`src/rtl/sprite_pkg.sv`:
```
// Shared definitions for the sprite loader, renderer and host-side tooling.
package sprite_pkg;

    // Loader FSM states
    typedef enum logic [2:0] {
        ST_IDLE,
        ST_CMD,
        ST_PAL_R,
        ST_PAL_G,
        ST_PAL_B,
        ST_IMG,
        ST_DONE
    } loader_state_t;

    // Framing bytes of the load stream
    localparam logic [7:0] SYNC_BYTE = 8'hA5;
    localparam logic [7:0] CMD_PAL   = 8'h01;
    localparam logic [7:0] CMD_IMG   = 8'h02;

endpackage

```
`src/rtl/sprite_bram_writer.sv`:
```
// Sprite loader: parses a framed byte stream and issues registered writes
// into the pixel-index BRAM (one byte per pixel) or the 24-bit palette BRAM
// (one write per R,G,B triple).
module sprite_bram_writer
    import sprite_pkg::*;
#(
    parameter int unsigned WIDTH     = 256,
    parameter int unsigned HEIGHT    = 256,
    parameter int unsigned PAL_DEPTH = 256
) (
    input  logic                              pixel_clk_in,
    input  logic                              rst_n_in,
    input  logic [7:0]                        byte_in,
    input  logic                              byte_valid_in,
    output logic                              byte_ready_out,
    input  logic                              abort_in,
    output logic                              img_we_out,
    output logic [$clog2(WIDTH*HEIGHT)-1:0]   img_addr_out,
    output logic [7:0]                        img_data_out,
    output logic                              pal_we_out,
    output logic [$clog2(PAL_DEPTH)-1:0]      pal_addr_out,
    output logic [23:0]                       pal_data_out,
    output logic                              busy_out,
    output logic                              done_out,
    output logic                              error_out
);

    localparam int unsigned IMG_AW = $clog2(WIDTH*HEIGHT);
    localparam int unsigned PAL_AW = $clog2(PAL_DEPTH);
    localparam int unsigned CW     = (IMG_AW > PAL_AW) ? IMG_AW : PAL_AW;

    localparam logic [CW-1:0] IMG_LAST = CW'(WIDTH*HEIGHT - 1);
    localparam logic [CW-1:0] PAL_LAST = CW'(PAL_DEPTH - 1);

    loader_state_t r_state;
    loader_state_t w_next;

    logic [CW-1:0]     r_cnt;
    logic [7:0]        r_red;
    logic [7:0]        r_green;
    logic              r_img_we;
    logic [IMG_AW-1:0] r_img_addr;
    logic [7:0]        r_img_data;
    logic              r_pal_we;
    logic [PAL_AW-1:0] r_pal_addr;
    logic [23:0]       r_pal_data;
    logic              r_busy;
    logic              r_error;

    logic w_accept;
    logic w_go;
    logic w_img_wr;
    logic w_pal_wr;
    logic w_lat_r;
    logic w_lat_g;
    logic w_cnt_clr;
    logic w_cnt_inc;
    logic w_cmd_err;

    assign byte_ready_out = (r_state != ST_DONE);
    assign w_accept       = byte_valid_in && byte_ready_out;
    // An abort in the accepting cycle suppresses every side effect of that byte
    assign w_go           = w_accept && !abort_in;

    assign img_we_out   = r_img_we;
    assign img_addr_out = r_img_addr;
    assign img_data_out = r_img_data;
    assign pal_we_out   = r_pal_we;
    assign pal_addr_out = r_pal_addr;
    assign pal_data_out = r_pal_data;
    assign busy_out     = r_busy;
    assign done_out     = (r_state == ST_DONE);
    assign error_out    = r_error;

    // State register
    always_ff @(posedge pixel_clk_in or negedge rst_n_in) begin
        if (!rst_n_in) r_state <= ST_IDLE;
        else           r_state <= w_next;
    end

    // Next-state decode
    always_comb begin
        w_next = r_state;
        if (abort_in) begin
            w_next = ST_IDLE;
        end else begin
            unique case (r_state)
                ST_IDLE:  if (w_accept && byte_in == SYNC_BYTE) w_next = ST_CMD;
                ST_CMD: begin
                    if (w_accept) begin
                        if (byte_in == CMD_PAL)      w_next = ST_PAL_R;
                        else if (byte_in == CMD_IMG) w_next = ST_IMG;
                        else                         w_next = ST_IDLE;
                    end
                end
                ST_PAL_R: if (w_accept) w_next = ST_PAL_G;
                ST_PAL_G: if (w_accept) w_next = ST_PAL_B;
                ST_PAL_B: if (w_accept) w_next = (r_cnt == PAL_LAST) ? ST_DONE : ST_PAL_R;
                ST_IMG:   if (w_accept && r_cnt == IMG_LAST) w_next = ST_DONE;
                ST_DONE:  w_next = ST_IDLE;
                default:  w_next = ST_IDLE;
            endcase
        end
    end

    // Per-state actions for the byte accepted this cycle
    always_comb begin
        w_img_wr  = 1'b0;
        w_pal_wr  = 1'b0;
        w_lat_r   = 1'b0;
        w_lat_g   = 1'b0;
        w_cnt_clr = 1'b0;
        w_cnt_inc = 1'b0;
        w_cmd_err = 1'b0;
        if (w_go) begin
            unique case (r_state)
                ST_CMD: begin
                    if (byte_in == CMD_PAL || byte_in == CMD_IMG) w_cnt_clr = 1'b1;
                    else                                          w_cmd_err = 1'b1;
                end
                ST_PAL_R: w_lat_r = 1'b1;
                ST_PAL_G: w_lat_g = 1'b1;
                ST_PAL_B: begin
                    w_pal_wr  = 1'b1;
                    w_cnt_inc = (r_cnt != PAL_LAST);
                end
                ST_IMG: begin
                    w_img_wr  = 1'b1;
                    w_cnt_inc = (r_cnt != IMG_LAST);
                end
                default: ;
            endcase
        end
    end

    // Datapath: address counter, RGB latches and registered write ports
    always_ff @(posedge pixel_clk_in or negedge rst_n_in) begin
        if (!rst_n_in) begin
            r_cnt      <= '0;
            r_red      <= '0;
            r_green    <= '0;
            r_img_we   <= 1'b0;
            r_img_addr <= '0;
            r_img_data <= '0;
            r_pal_we   <= 1'b0;
            r_pal_addr <= '0;
            r_pal_data <= '0;
            r_busy     <= 1'b0;
            r_error    <= 1'b0;
        end else begin
            if (w_cnt_clr)      r_cnt <= '0;
            else if (w_cnt_inc) r_cnt <= r_cnt + 1'b1;
            if (w_lat_r) r_red   <= byte_in;
            if (w_lat_g) r_green <= byte_in;
            r_img_we <= w_img_wr;
            if (w_img_wr) begin
                r_img_addr <= r_cnt[IMG_AW-1:0];
                r_img_data <= byte_in;
            end
            r_pal_we <= w_pal_wr;
            if (w_pal_wr) begin
                r_pal_addr <= r_cnt[PAL_AW-1:0];
                r_pal_data <= {r_red, r_green, byte_in};
            end
            r_busy  <= (w_next != ST_IDLE);
            r_error <= w_cmd_err;
        end
    end

endmodule

```
`config.mk`:
```
export PLATFORM = sky130hd
export DESIGN_NAME = sprite_bram_writer
export DESIGN_NICKNAME = d
export VERILOG_FILES = /design/src/rtl/sprite_pkg.sv /design/src/rtl/sprite_bram_writer.sv
export SDC_FILE = /design/constraint.sdc
export NUM_CORES = 1
export LEC_CHECK = 0
export CORE_MARGIN = 2
export CORE_UTILIZATION = 46
export CTS_CLUSTER_DIAMETER = 150
export DETAILED_ROUTE_END_ITERATION = 10
export PLACE_DENSITY = 0.71
export SLEW_MARGIN = 20
export SYNTH_ARGS = -nofsm -noshare
export SYNTH_HDL_FRONTEND = slang
export SYNTH_SLANG_ARGS = --single-unit
```
`constraint.sdc`:
```
create_clock -name pixel_clk_in -period 5.6 [get_ports pixel_clk_in]
set_input_delay 1.12 -clock pixel_clk_in [delete_from_list [all_inputs] [get_ports pixel_clk_in]]
set_output_delay 1.12 -clock pixel_clk_in [all_outputs]
set_load 0.02 [all_outputs]
```
==> reports/summary.txt <==
Outcome: complete, no violations
Boundary Pins: 74
EDFF count, synth: 0
Setup WS post-layout: 2.32 ns
CP Class: reg -> out
Initial core utilization: 0.473
Placed cell area: 0.00494 mm²
Non-Filler Instances: 498
Mapped cell area: 0.00413 mm²
Internal power: 0.920 mW
Seq/Total Area, Yosys: 0.576
Worst hold slack: 0.500 ns
Setup repair after global routing missed its margin: false
Gr usage total: 0.184
Gp weighted congestion: 0.896
# resized after CTS: 0
Initial antenna violation count: 0
Post-route DRC violation count: 0
Syn Nets: 328
Dpl ws: 2.03 ns
Clk pin slew, worst setup/hold paths: 0.10 ns
Final core occ: 0.590
Cell area power density: 233 mW/mm²
Fmax: 0.305 GHz
Area grow syn2layout: 24.7%
Post-Route Skew: 0.0142 ns
CTS H-tree lvls: 3
Flop pwr share: 0.577
Root Buffer: clkbuf_8
Sw power: 0.281 mW
Arrival time worst endpoint: 2.16 ns
Num CTS Buffers: 9
Ys Warns: 0
Mean Syn Cell Area: 13.1 µm²
Die width: 98.7 µm
Slew Viols, Final: 0
Die ar.: 0.00974 mm²
DIE HEIGHT: 98.7 µm
IO Port Bufs: 73
TritonRoute pass-1 iters: 4
Layout cells sized above 1: 0.251
Critical Path Fanout Max: 12
Longest Clk Path Bufs: 2
Final hold vios: 0
Final setup viols: 0
First-pass GRT wire length: 14,200 µm
Main synth FF type: dfrtp_1
Vias: 2,710
Post-CTS Setup Bufs: 0
Number of library cell types mapped by synthesis: 47
Clock Sinks: 95
WP data required: 4.48 ns
FP Rows: 34
Drt wl/cell: 16.9 µm
Final WL: 8410 µm
Max_cap viols: 0
Combinational power share: 0.037
Worst min path class: reg -> reg
Synth Register Bits: 95
Placed insts: 482
Min Clock Period, post-route: 3.28 ns
Final #Nets: 398
ANT nets after route: 0
Switching fraction of total power: 0.234
Startpoint Class: flip-flop
Leakage: 2.52 nW
Clock Power Share: 0.385
Core area: 0.00872 mm²
Total grt overflow: 0
Hold Buf Count CTS: 0
HPWL after DPL: 5860 µm
Number of global-route vias before repair: 2,792
Cells after synthesis: 315
Iter 0 DRT Violations: 105
Worst-skew pair later-pin latency: 0.36 ns
Actual slew at the worst max-slew pin: 0.869 ns
Crit end category: primary output
Finished Cell Area: 0.00514 mm²
VDD IR max: 0.000144 V
Final worst path period share: 0.586
N_diodes: 0
Slew Limit Headroom: 0.420
Pwr Total: 1.20 mW
Async SR Flop Fraction: 1.00
CTS tree: done
Avg Vias per Cell: 5.44
Pin count of the biggest net entering global routing: 67
Setup TNS: 0 ns
==> critical path, stage by stage (launching register included) <==
cell,delay [ns]
dfrtp_1,0.60
inv_1,0.10
or3_1,0.44
inv_1,0.07
clkdlybuf4s50_1,0.59
==> sequential cells by signal (all words and copies together), names as in the netlist <==
name,flops
pal_we_out,1
img_we_out,1
error_out,1
img_data_out,8
r_red,8
pal_addr_out,8
busy_out,1
r_green,8
pal_data_out,24
r_state,3
r_cnt,16
img_addr_out,16
==> routing by layer <==
layer	wire [µm]	part of all wire	track usage	up-vias
met1	4050	0.48	0.263	1369
met3	300	0.036	0.0390	9
met4	121	0.014	0.0653	0
met5	0	0	0	-
li1	-	-	-	1282
met2	3940	0.47	0.282	50
==> cell usage in the layout, fill, tap and decap left out, types with 5 or more instances in the layout <==
cell type,synthesis,final
a21oi_1,6,6
and3_1,6,6
clkbuf_8,0,9
clkdlybuf4s50_1,0,72
dfrtp_1,95,95
inv_1,7,7
mux2_2,72,72
mux2i_1,7,7
nand2_1,18,18
nand2b_1,5,5
nand3_1,14,14
nor2_1,12,12
nor4_1,7,7
==> path summary, 6_finish.rpt <==
| path | start | endpoint | slack [ns] | cells after the start |
|---|---|---|---|---|
| max | r_state[2] | done_out | 2.32 | 4 |
| min | r_green[0] | pal_data_out[8] | 0.50 | 1 |
| max reg2reg | r_state[1] | pal_data_out[5] | 3.12 | 5 |
| min reg2reg | r_green[0] | pal_data_out[8] | 0.50 | 1 |
| max in group asynchronous | rst_n_in | r_cnt[1] | 3.75 | 2 |
| min in group asynchronous | rst_n_in | pal_data_out[4] | 0.66 | 1 |
==> synth_stat cells (2+ instances only) <==
cell type   n  area, µm²
dfrtp_1    95       2380
mux2_2     72        811
nand2_1    18       67.6
nand3_1    14       70.1
nor2_1     12       45.0
inv_1       7       26.3
mux2i_1     7       70.1
nor4_1      7       43.8
a21oi_1     6       30.0
and3_1      6       37.5
buf_2       6       30.0
clkbuf_1    6       22.5
nand2b_1    5       31.3
nor3_1      4       20.0
xnor2_1     4       35.0
buf_4       3       22.5
nand4_1     3       18.8
nand4b_1    3       26.3
a31oi_1     2       12.5
and4_1      2       17.5
buf_6       2       22.5
o21ai_0     2       10.0
o31ai_1     2       15.0
or3_1       2       12.5
or4_1       2       15.0
xor2_1      2       17.5
==> cells by family (layout without fill, tap and decap cells) <==
kind of cell	Yosys count	after routing	share of synthesized area
DFF	95	95	0.576
and+or+nand+nor	88	88	0.127
muxes	79	79	0.214
buffers and inverters	24	99	0.0300
AOI/OAI and AO/OA	22	22	0.0373
xor gates and xnor gates	6	6	0.0127
adders and majority gates	1	1	0.00303
==> cell type report <==
cell class                      count  area (µm²)
Timing Repair Buffer               76         771
Clock buffer                        9         124
Inverter                            7        26.3
Fill cell                         711        3580
Sequential cell                    95        2380
Multi-Input combinational cell    196        1630
Clock inverter                      7        78.8
Tap cell                          108         135
==> power groups by stage <==
| stage | clock [mW] | combinational (mW) | sequential [mW] |
|---|---|---|---|
| 3_5_place_dp | 0 | 0.0464 | 0.707 |
| 4_1_cts | 0.472 | 0.0465 | 0.693 |
| 5_1_grt | 0.498 | 0.0505 | 0.694 |
| 6_report | 0.463 | 0.0448 | 0.693 |
| 3_3_place_gp | 0 | 0.0456 | 0.706 |
| 2_1_floorplan | 0 | 0.00819 | 0.710 |
No activity file was read; power rests on OpenSTA's default activity.
